===== src/rtl/bf16_accumulator.sv =====
// bf16_accumulator: streaming BF16 group sum with guard-bit accumulator and registered pack stage.
// Define BF16_ACC_ROUND_EN for round-to-nearest-even packing; otherwise guard bits are truncated.
module bf16_accumulator #(
   parameter int ACC_MANT_W = 16,
   parameter int CNT_W      = 9
) (
   input  logic             clk,
   input  logic             rst,
   input  logic             in_valid,
   input  logic [15:0]      in_data,
   input  logic             in_last,
   input  logic             clear,
   output logic             out_valid,
   output logic [15:0]      out_data,
   output logic [CNT_W-1:0] out_count,
   output logic [2:0]       out_flags
);
   localparam int W = ACC_MANT_W;
   localparam int LZW = $clog2(W + 1);
`ifdef BF16_ACC_ROUND_EN
   localparam int FW = W - 1;
`else
   localparam int FW = 7;
`endif
   typedef enum logic {IDLE, ACCUM} state_t;
   state_t state_q;
   logic sign_q, zero_q, nan_q, inf_q, sat_q;
   logic [7:0] exp_q;
   logic [W-1:0] man_q;
   logic [CNT_W-1:0] cnt_q;
   logic f_v_q, f_sign_q, f_zero_q, f_nan_q, f_inf_q, f_sat_q;
   logic [7:0] f_exp_q;
   logic [FW-1:0] f_man_q;
   logic [CNT_W-1:0] f_cnt_q;
   logic out_valid_q;
   logic [15:0] out_data_q;
   logic [CNT_W-1:0] out_count_q;
   logic [2:0] out_flags_q;
   logic in_sign, in_special, in_nan, in_inf, b_zero, start, a_zero, a_nan, a_inf;
   logic [7:0] in_exp, a_e, b_e, big_e, sm_e, diff;
   logic [6:0] in_frac;
   logic [W-1:0] a_m, b_m, big_m, sm_m, sh_m, n_man;
   logic a_big, big_s, sm_s, cnt_max, close;
   logic [W:0] sum;
   logic [LZW-1:0] lz;
   logic [10:0] n_exp;
   logic sign_d, zero_d, nan_d, inf_d, sat_d, ovf;
   logic [7:0] exp_d, p_e;
   logic [6:0] p_f;
   logic [CNT_W-1:0] cnt_d;
   logic p_inf;
   logic [15:0] data_d;
   logic [2:0] flags_d;
   assign in_sign    = in_data[15];
   assign in_exp     = in_data[14:7];
   assign in_frac    = in_data[6:0];
   assign in_special = in_exp == 8'hFF;
   assign in_nan     = in_special & (|in_frac);
   assign in_inf     = in_special & ~(|in_frac);
   assign b_zero     = (in_exp == 8'h00) | in_special;
   assign start      = state_q == IDLE;
   assign a_zero     = start | zero_q;
   assign a_nan      = ~start & nan_q;
   assign a_inf      = ~start & inf_q;
   assign a_e   = a_zero ? 8'h00 : exp_q;
   assign a_m   = a_zero ? '0 : man_q;
   assign b_e   = b_zero ? 8'h00 : in_exp;
   assign b_m   = b_zero ? '0 : {1'b1, in_frac, {(W-8){1'b0}}};
   assign a_big = {a_e, a_m} >= {b_e, b_m};
   assign big_e = a_big ? a_e : b_e;
   assign big_m = a_big ? a_m : b_m;
   assign big_s = a_big ? sign_q : in_sign;
   assign sm_e  = a_big ? b_e : a_e;
   assign sm_m  = a_big ? b_m : a_m;
   assign sm_s  = a_big ? in_sign : sign_q;
   assign diff  = big_e - sm_e;
   assign sh_m  = (32'(diff) >= W) ? '0 : sm_m >> diff;
   assign sum   = (big_s == sm_s) ? {1'b0, big_m} + {1'b0, sh_m} : {1'b0, big_m} - {1'b0, sh_m};
   always_comb begin
      lz = LZW'(W);
      for (int i = 0; i < W; i++) if (sum[i]) lz = LZW'(W - 1 - i);
   end
   // Exponent kept 11 bits wide so underflow after the left shift shows up as bit 10.
   assign n_man   = sum[W] ? sum[W:1] : sum[W-1:0] << lz;
   assign n_exp   = sum[W] ? 11'(big_e) + 11'd1 : 11'(big_e) - 11'(lz);
   assign zero_d  = (sum == '0) | n_exp[10] | (n_exp == 11'd0);
   assign ovf     = ~zero_d & (n_exp >= 11'd255);
   assign exp_d   = zero_d ? 8'h00 : n_exp[7:0];
   assign nan_d   = a_nan | in_nan | (a_inf & in_inf & (sign_q != in_sign));
   assign inf_d   = ~nan_d & (a_inf | in_inf | ovf);
   assign sign_d  = a_inf ? sign_q : in_inf ? in_sign : big_s;
   assign cnt_max = cnt_q == '1;
   assign cnt_d   = start ? CNT_W'(1) : cnt_max ? cnt_q : cnt_q + 1'b1;
   assign sat_d   = ~start & (sat_q | cnt_max);
   assign close   = in_valid & in_last & ~clear;
`ifdef BF16_ACC_ROUND_EN
   logic [W-8:0] ext;
   logic rnd;
   logic [8:0] p_m;
   assign ext = {f_man_q[W-9:0], 1'b0};
   assign rnd = ext[W-8] & ((|ext[W-9:0]) | f_man_q[W-8]);
   assign p_m = {2'b01, f_man_q[FW-1 -: 7]} + {8'd0, rnd};
   assign p_e = f_exp_q + {7'd0, p_m[8]};
   assign p_f = p_m[8] ? 7'd0 : p_m[6:0];
`else
   assign p_e = f_exp_q;
   assign p_f = f_man_q;
`endif
   assign p_inf   = f_inf_q | (~f_zero_q & (p_e == 8'hFF));
   assign data_d  = f_nan_q ? 16'h7FC0 : p_inf ? {f_sign_q, 8'hFF, 7'h00} :
                    f_zero_q ? 16'h0000 : {f_sign_q, p_e, p_f};
   assign flags_d = {f_nan_q, ~f_nan_q & p_inf, f_sat_q};
   always_ff @(posedge clk or posedge rst)
      if (rst) begin
         state_q     <= IDLE;
         sign_q      <= 1'b0;
         zero_q      <= 1'b1;
         nan_q       <= 1'b0;
         inf_q       <= 1'b0;
         sat_q       <= 1'b0;
         exp_q       <= '0;
         man_q       <= '0;
         cnt_q       <= '0;
         f_v_q       <= 1'b0;
         f_sign_q    <= 1'b0;
         f_zero_q    <= 1'b1;
         f_nan_q     <= 1'b0;
         f_inf_q     <= 1'b0;
         f_sat_q     <= 1'b0;
         f_exp_q     <= '0;
         f_man_q     <= '0;
         f_cnt_q     <= '0;
         out_valid_q <= 1'b0;
         out_data_q  <= '0;
         out_count_q <= '0;
         out_flags_q <= '0;
      end else begin
         if (clear) begin
            state_q <= IDLE;
            cnt_q   <= '0;
         end else if (in_valid) begin
            state_q <= in_last ? IDLE : ACCUM;
            sign_q  <= sign_d;
            zero_q  <= zero_d;
            nan_q   <= nan_d;
            inf_q   <= inf_d;
            sat_q   <= sat_d;
            exp_q   <= exp_d;
            man_q   <= n_man;
            cnt_q   <= cnt_d;
         end
         f_v_q <= close;
         if (close) begin
            f_sign_q <= sign_d;
            f_zero_q <= zero_d;
            f_nan_q  <= nan_d;
            f_inf_q  <= inf_d;
            f_sat_q  <= sat_d;
            f_exp_q  <= exp_d;
            f_man_q  <= n_man[W-2 -: FW];
            f_cnt_q  <= cnt_d;
         end
         out_valid_q <= f_v_q;
         if (f_v_q) begin
            out_data_q  <= data_d;
            out_count_q <= f_cnt_q;
            out_flags_q <= flags_d;
         end
      end
   assign out_valid = out_valid_q;
   assign out_data  = out_data_q;
   assign out_count = out_count_q;
   assign out_flags = out_flags_q;
endmodule

===== config.mk =====
export PLATFORM = sky130hd
export DESIGN_NAME = bf16_accumulator
export DESIGN_NICKNAME = d
export VERILOG_FILES = /design/src/rtl/bf16_accumulator.sv
export SDC_FILE = /design/constraint.sdc
export NUM_CORES = 1
export LEC_CHECK = 0
export BUFFER_PORTS_ARGS = -buffer_cell sky130_fd_sc_hd__buf_2
export CELL_PAD_IN_SITES_DETAIL_PLACEMENT = 0
export CELL_PAD_IN_SITES_GLOBAL_PLACEMENT = 1
export CORE_UTILIZATION = 50
export DETAILED_ROUTE_END_ITERATION = 7
export PLACE_DENSITY_LB_ADDON = 0.08
export SETUP_SLACK_MARGIN = 0.1
export SLEW_MARGIN = 10
export SYNTH_ARGS = -nofsm -noshare
export SYNTH_HDL_FRONTEND = slang
export SYNTH_SLANG_ARGS = --single-unit

===== constraint.sdc =====
create_clock -name clk -period 27.6 [get_ports clk]
set_clock_uncertainty 0.15 [all_clocks]
set_input_delay 1.38 -clock clk [delete_from_list [all_inputs] [get_ports clk]]
set_output_delay 1.38 -clock clk [all_outputs]
set_load 0.01 [all_outputs]

## Word level (Yosys, flattened, before mapping)

Cells that the tools add are included.
W data, S select, Z words.

| operators by class | value |
|---|---|
| reduce and logical (&&, ||, !) cells | 6 |
| multipliers | 0 |
| shifts and indexed selects | 2 |
| add/subtract/negate cells | 6 |
| magnitude comparators | 3 |
| divide/modulo/power cells | 0 |
| bitwise logic cells | 30 |
| mux-type cells | 43 |
| equality and inequality tests | 5 |

Operators by type and width:

| operator | number |
|---|---|
| $mux W16 | 9 |
| $mux W5 | 16 |
| $mux W8 | 5 |
| $mux W9 | 4 |
| $ge A24 B24 Y1 | 1 |
| $add A16 B16 Y17 | 1 |
| $logic_not A17 Y1 | 1 |
| $mux W17 | 1 |
| $sub A16 B16 Y17 | 1 |
| $eq A8 B8 Y1 const B | 2 |
| $shl A16 B5 Y16 | 1 |
| $shr A16 B8 Y16 | 1 |
| $and A1 B1 Y1 | 13 |
| $ge A11 B8 Y1 const B | 1 |
| $logic_not A11 Y1 | 1 |
| $mux W11 | 1 |
| $or A1 B1 Y1 | 10 |
| $add A8 B1 Y9 const B | 1 |
| $add A9 B1 Y9 const B | 1 |
| $eq A9 B9 Y1 const B | 1 |
| $sub A8 B5 Y9 | 1 |
| $ge A8 B5 Y1 const B | 1 |
| $logic_not A8 Y1 | 1 |
| $sub A8 B8 Y8 | 1 |
| 7 further kinds | 19 |

| word-level totals | value |
|---|---|
| ROM bits | 0 |
| bits of input ports | 21 |
| logic and storage cells | 117 |
| output and inout port bits | 29 |
| memories | 0 |
| RAM bits | 0 |
| bits in latches | 0 |
| bits in registers | 98 |

## Depth between registers and ports, before layout

| logic depth | value |
|---|---|
| word-level depth | 34 |
| depth in mapped cells | 54 |

## Worst setup path after synthesis

Ideal clock, no wire load.

| path | value |
|---|---|
| kind | input-to-reg |
| start | input port in_data[10] |
| end | register f_zero_q |
| setup slack | 15.351 ns |
| setup time | 0.082 ns |
| data arrival time | 12.018 ns |
| stages on the path | 48 |
| cells stage by stage | nand4_1 -> nor2_2 -> a21oi_1 -> inv_1 -> ha_1 -> a21oi_1 -> o21ai_0 -> a21oi_1 -> o21ai_1 -> nor2_1 -> clkbuf_1 -> a21oi_1 -> ha_1 -> buf_1 -> clkbuf_1 -> mux2i_1 -> o31ai_1 -> mux4_2 -> [... 12 more ...] -> o21ai_0 -> a311o_1 -> and2_1 -> a21boi_0 -> buf_2 -> buf_2 -> inv_1 -> ha_1 -> inv_1 -> fa_1 -> a21o_1 -> a21oi_1 -> nor2b_1 -> nor3_1 -> xnor2_1 -> a41oi_1 -> or4_1 -> o211ai_1 |

| on the way | value |
|---|---|
| longest elaborated chain between the ends | 30 |

RTL lines:

| what | RTL line | text |
|---|---|---|
| from (decl) | 10 | `input logic [15:0] in_data,` |
| $eq A8 B8 Y1 / $logic_not A8 Y1 (equally long branches) | 57, 60 |  |
| $or A1 B1 Y1 | 60 | `assign b_zero = (in_exp == 8'h00) \| in_special;` |
| $mux W16 / $mux W8 (equally long branches) | 68, 67 |  |
| $ge A24 B24 Y1 | 69 | `assign a_big = {a_e, a_m} >= {b_e, b_m};` |
| $mux W8 (on tied branches) | 70, 73 |  |
| $sub A8 B8 Y8 | 76 | `assign diff = big_e - sm_e;` |
| $ge A8 B5 Y1 / $shr A16 B8 Y16 (equally long branches) | 77 | `assign sh_m = (32'(diff) >= W) ? '0 : sm_m >> diff;` |
| $mux W16 | 77 |  |
| $sub A16 B16 Y17 / $add A16 B16 Y17 (equally long branches) | 78 | `assign sum = (big_s == sm_s) ? {1'b0, big_m} + {1'b0, sh_m} : {1'b0, big_m} - {1'b0, sh_m};` |
| $mux W17 | 78 |  |
| $mux W5 (16 in a row) | 81 | `for (int i = 0; i < W; i++) if (sum[i]) lz = LZW'(W - 1 - i);` |
| $sub A8 B5 Y9 | 85 | `assign n_exp = sum[W] ? 11'(big_e) + 11'd1 : 11'(big_e) - 11'(lz);` |
| $mux W11 | 85 |  |
| $logic_not A11 Y1 / $or A1 B1 Y1 (equally long branches) | 86 | `assign zero_d = (sum == '0) \| n_exp[10] \| (n_exp == 11'd0);` |
| $or A1 B1 Y1 (*) | 86 |  |
| to (signal assigned) | 155 | `f_zero_q <= zero_d;` |
| to (decl) | 31 | `logic f_v_q, f_sign_q, f_zero_q, f_nan_q, f_inf_q, f_sat_q;` |

Mark *: on every way between the ends. The rest lies on a longest branch, timed or not.
A chain may end at the register's enable or synchronous reset.

## Worst setup path in the final report

| path | value |
|---|---|
| start | input port in_data[9] |
| end | register f_zero_q |

The elaborated chain is that of the path after synthesis.

==> impl_metrics.prom <==
# TYPE chip_impl_metric gauge
chip_impl_info{name="run_status",value="finished clean"} 1
chip_impl_metric{name="clk_transition_reported_paths",unit="ns"} 0.08
chip_impl_metric{name="grt_first_pass_wirelength",unit="um"} 49620
chip_impl_info{name="cp_top_family",value="compound AO/OA/AOI/OAI gates"} 1
chip_impl_metric{name="min_period",unit="ns"} 14.01
chip_impl_metric{name="gr-total-overflow",unit=""} 0
chip_impl_metric{name="total_setup_buffers_inserted_after_cts",unit=""} 0
chip_impl_info{name="synthFlopType",value="sky130_fd_sc_hd__dfrtp_1"} 1
chip_impl_metric{name="cts_buffer_depth",unit=""} 2
chip_impl_metric{name="place_congestion",unit=""} 0.9220
chip_impl_metric{name="slew_violations",unit=""} 0
chip_impl_metric{name="yosysWarnings",unit=""} 0
chip_impl_metric{name="synth-edff-count",unit=""} 0
chip_impl_metric{name="mappedNetlistNets",unit=""} 1352
chip_impl_metric{name="detailedRoute.firstIterationViolations",unit=""} 793
chip_impl_metric{name="drive_gt1_frac",unit=""} 0.1116
chip_impl_metric{name="max_clock_freq",unit="MHz"} 71.37
chip_impl_metric{name="first_global_vias",unit=""} 9181
chip_impl_metric{name="finalHoldViolCount",unit=""} 0
chip_impl_metric{name="post_synth.cell_area_avg",unit="um2"} 7.711
chip_impl_metric{name="path_buf_inv",unit=""} 4
chip_impl_metric{name="tritonroute_pass_1_iters",unit=""} 7
chip_impl_metric{name="synthCells",unit=""} 1285
chip_impl_metric{name="die_width",unit="um"} 142.8
chip_impl_metric{name="initial_util",unit=""} 0.5091
chip_impl_metric{name="cp_data_arrival_time",unit="ns"} 14.14
chip_impl_metric{name="post_synth_num_cell_types",unit=""} 89
chip_impl_metric{name="die_h",unit="um"} 142.8
chip_impl_metric{name="synth_async_sr_flop_share",unit=""} 1.000
chip_impl_metric{name="antenna_cells_inserted",unit=""} 0
chip_impl_metric{name="max-cap-violations",unit=""} 0
chip_impl_metric{name="routed_wire_length_per_instance",unit="um"} 19.73
chip_impl_metric{name="worst-endpoint-required",unit="ns"} 27.73
chip_impl_metric{name="nets",unit=""} 1352
chip_impl_metric{name="power_per_cell_area",unit="mW/mm2"} 89.68
chip_impl_metric{name="utilization",unit=""} 0.5461
chip_impl_metric{name="timing.setup.tns",unit="ns"} 0
chip_impl_info{name="crit_slowest_cell",value="sky130_fd_sc_hd__ha_1"} 1
chip_impl_metric{name="worst_path_largest_cell_delay",unit="ns"} 0.92
chip_impl_metric{name="rows",unit=""} 51
chip_impl_metric{name="transition_at_the_pin_with_the_smallest_max_transition_slack",unit="ns"} 0.9641
chip_impl_metric{name="cts_hold_repair.buffers",unit=""} 0
chip_impl_metric{name="relSlewSlack",unit=""} 0.3406
chip_impl_metric{name="drt_drc_violations_left",unit=""} 0
chip_impl_metric{name="setup_viol",unit=""} 0
chip_impl_metric{name="finalWirelength",unit="um"} 30670
chip_impl_metric{name="hold_ws",unit="ns"} 0.3332
chip_impl_metric{name="antenna_violations_before_repair",unit=""} 0
chip_impl_info{name="type_of_the_tightest_min_delay_check",value="register to register"} 1
chip_impl_metric{name="ios",unit=""} 50
chip_impl_metric{name="flow.area_growth_from_synthesis",unit="%"} 7.273
chip_impl_info{name="cts-root-buf",value="sky130_fd_sc_hd__clkbuf_16"} 1
chip_impl_metric{name="global_route.usage.total",unit=""} 0.3111
chip_impl_metric{name="cts-buffers-inserted",unit=""} 9
chip_impl_info{name="setup.worst_path.class",value="input port to register"} 1
chip_impl_info{name="rsz0062_at_grt",value="false"} 1
chip_impl_metric{name="worst_ir_drop_vdd",unit="uV"} 78.74
chip_impl_info{name="setup.worst_path.end_class",value="register"} 1
chip_impl_metric{name="maximum_number_of_pins_on_one_net_before_global_route_repair",unit=""} 68
chip_impl_info{name="cts_tree",value="yes"} 1
chip_impl_metric{name="synth.yosys.seq_area_share",unit=""} 0.2478
chip_impl_metric{name="cts_repair_resize_count",unit=""} 0
chip_impl_metric{name="design.die.area",unit="mm2"} 0.02038
chip_impl_metric{name="vias_per_cell",unit=""} 6.371
chip_impl_metric{name="detailroute.via_count",unit=""} 9907
chip_impl_metric{name="clk-insertion-delay-late",unit="ns"} 0.36
chip_impl_metric{name="htree_num_levels",unit=""} 3
chip_impl_metric{name="drt.antenna.violating_nets",unit=""} 0
chip_impl_metric{name="power_leakage",unit="nW"} 4.637
chip_impl_metric{name="yosys_register_bits",unit=""} 98
chip_impl_info{name="worstSetupStartpointType",value="input port"} 1
chip_impl_metric{name="post-dp-hpwl",unit="um"} 23320
chip_impl_metric{name="core_region_area",unit="mm2"} 0.01946
chip_impl_metric{name="port-buffer-count",unit=""} 49
chip_impl_metric{name="cp_max_fo",unit=""} 21
chip_impl_info{name="cpMostUsedCell",value="sky130_fd_sc_hd__a21oi_1"} 1
chip_impl_metric{name="finalCritPeriodShare",unit=""} 0.5076
chip_impl_metric{name="post_synth_instance_area",unit="mm2"} 0.009908
chip_impl_metric{name="tritoncts_num_sinks",unit=""} 98
placed cells by master, fill, tap and decap left out, drive strengths merged, types with 28 or more instances in the layout:
cell / count
a21oi: 82
nand3: 34
o21ai: 100
mux2i: 36
buf: 67
nor3: 34
a31oi: 28
inv: 51
ha: 44
nand2: 153
dfrtp: 96
nor2: 114
per-stage QoR:
step | instances | setup WS [ns] | power, W | cell area (um2)
CTS | 1555 | 13.81 | 0.0009451 | 10630
finish | 1555 | 13.59 | 0.0009532 | 10630
floorplan | 1285 | 15.35 | 0.0006489 | 9908
global route | 1555 | 12.59 | 0.001025 | 10630
global placement | 1539 | 13.70 | 0.0008153 | 10330
detailed placement | 1539 | 13.46 | 0.0008122 | 10330
path summary, 6_finish.rpt:
check | start | end | slack [ns] | cells after the start
max | in_data[9] | f_zero_q$_DFFE_PP1P_ | 13.59 | 41
min | f_cnt_q[7]$_DFFE_PP0P_ | f_cnt_q[7]$_DFFE_PP0P_ | 0.33 | 2
max reg2reg | zero_q$_DFFE_PP1P_ | f_zero_q$_DFFE_PP1P_ | 14.44 | 39
min reg2reg | f_cnt_q[7]$_DFFE_PP0P_ | f_cnt_q[7]$_DFFE_PP0P_ | 0.33 | 2
max in group asynchronous | rst | man_q[9]$_DFFE_PP0P_ | 25.26 | 3
min in group asynchronous | rst | out_data[11]$_DFFE_PP0P_ | 0.86 | 2
worst register-to-register path: cells and delay by family, from the launching register on:
family / cells / cell delay, ns
compound gates: 14 / 4.04
simple gates: 13 / 3.37
fa+ha+maj: 4 / 2.30
mux: 3 / 1.24
buf+inv: 3 / 0.90
flops: 1 / 0.62
xor+xnor: 2 / 0.48
sequential cells by signal (all words and copies together), names as in the netlist, 3 cells and up:
signal     count
f_man_q        7
f_exp_q        8
man_q         16
exp_q          8
f_cnt_q        9
out_count      9
out_flags      3
cnt_q          9
out_data      16
per-layer routing:
layer | part of all wire | vias to the layer above | global-route usage | routed length (um)
met5 | 0 | - | 0 | 0
met4 | 0.016 | 0 | 0.06904 | 496
met3 | 0.077 | 39 | 0.06472 | 2353
met2 | 0.44 | 339 | 0.4770 | 13410
met1 | 0.47 | 4711 | 0.4462 | 14410
li1 | - | 4818 | - | -
synthesized netlist by cell type, types with 5 or more instances:
master	count	area [um2]
sky130_fd_sc_hd__a21oi_1	81	405.4
sky130_fd_sc_hd__o31ai_1	9	67.56
sky130_fd_sc_hd__or2_2	6	37.54
sky130_fd_sc_hd__buf_2	11	55.05
sky130_fd_sc_hd__o21a_1	10	75.07
sky130_fd_sc_hd__mux4_2	6	135.1
sky130_fd_sc_hd__or3_1	9	56.30
sky130_fd_sc_hd__buf_1	6	22.52
sky130_fd_sc_hd__xor2_1	24	210.2
sky130_fd_sc_hd__mux2_2	26	292.8
sky130_fd_sc_hd__and2_1	21	131.4
sky130_fd_sc_hd__a22oi_1	12	90.09
sky130_fd_sc_hd__o32ai_1	6	52.55
sky130_fd_sc_hd__clkbuf_1	58	217.7
sky130_fd_sc_hd__mux2i_1	36	360.4
sky130_fd_sc_hd__o21ai_1	19	95.09
sky130_fd_sc_hd__a21o_1	23	172.7
sky130_fd_sc_hd__nor3_1	33	165.2
sky130_fd_sc_hd__or4_1	14	105.1
sky130_fd_sc_hd__nand3_1	34	170.2
sky130_fd_sc_hd__o21bai_1	7	52.55
sky130_fd_sc_hd__nor2b_1	14	87.58
sky130_fd_sc_hd__nor2_2	5	31.28
sky130_fd_sc_hd__o311ai_1	7	61.31
sky130_fd_sc_hd__ha_1	44	550.5
sky130_fd_sc_hd__inv_1	46	172.7
sky130_fd_sc_hd__a31oi_1	28	175.2
sky130_fd_sc_hd__o21ai_0	80	400.4
sky130_fd_sc_hd__nor4_1	11	68.82
sky130_fd_sc_hd__a221oi_1	8	70.07
sky130_fd_sc_hd__nand4_1	25	156.4
sky130_fd_sc_hd__dfrtp_1	96	2402
sky130_fd_sc_hd__nand3b_1	7	52.55
sky130_fd_sc_hd__a2111oi_0	6	52.55
sky130_fd_sc_hd__nor2_1	109	409.1
sky130_fd_sc_hd__a41oi_1	5	43.79
sky130_fd_sc_hd__o311ai_0	6	52.55
sky130_fd_sc_hd__a211oi_1	17	127.6
sky130_fd_sc_hd__and3_1	26	162.7
sky130_fd_sc_hd__o211ai_1	19	142.6
sky130_fd_sc_hd__xnor2_1	20	175.2
sky130_fd_sc_hd__nand2_1	153	574.3
sky130_fd_sc_hd__nand2b_1	13	81.33
final cells by class:
cell class              instances  area, um2
repair buffers                 67      380.4
well taps                     265      331.6
flip-flops and latches         98       2455
fillers                      1921       8833
clock inverters                 7      76.32
multi-input cells            1061       6978
clock buffers                   9      225.2
inverters                      48      182.7
power by group:
part / leakage (nW) / total, W / switching [W] / internal (W)
clock network: 0.149 / 0.000129 / 0.0000643 / 0.0000650
registers: 1.22 / 0.000215 / 0.0000343 / 0.000181
logic: 3.27 / 0.000609 / 0.000385 / 0.000224
total: 4.64 / 0.000953 / 0.000484 / 0.000470
cell families after synthesis:
| logic type | synth area share |
|---|---|
| DFF | 0.2478 |
| and+or+nand+nor | 0.2442 |
| buffers and inverters | 0.05102 |
| AOI/OAI and AO/OA | 0.2790 |
| muxes | 0.07956 |
| xor gates and xnor gates | 0.03889 |
| adders and majority gates | 0.05960 |
Power figures use the tool's default switching activity.
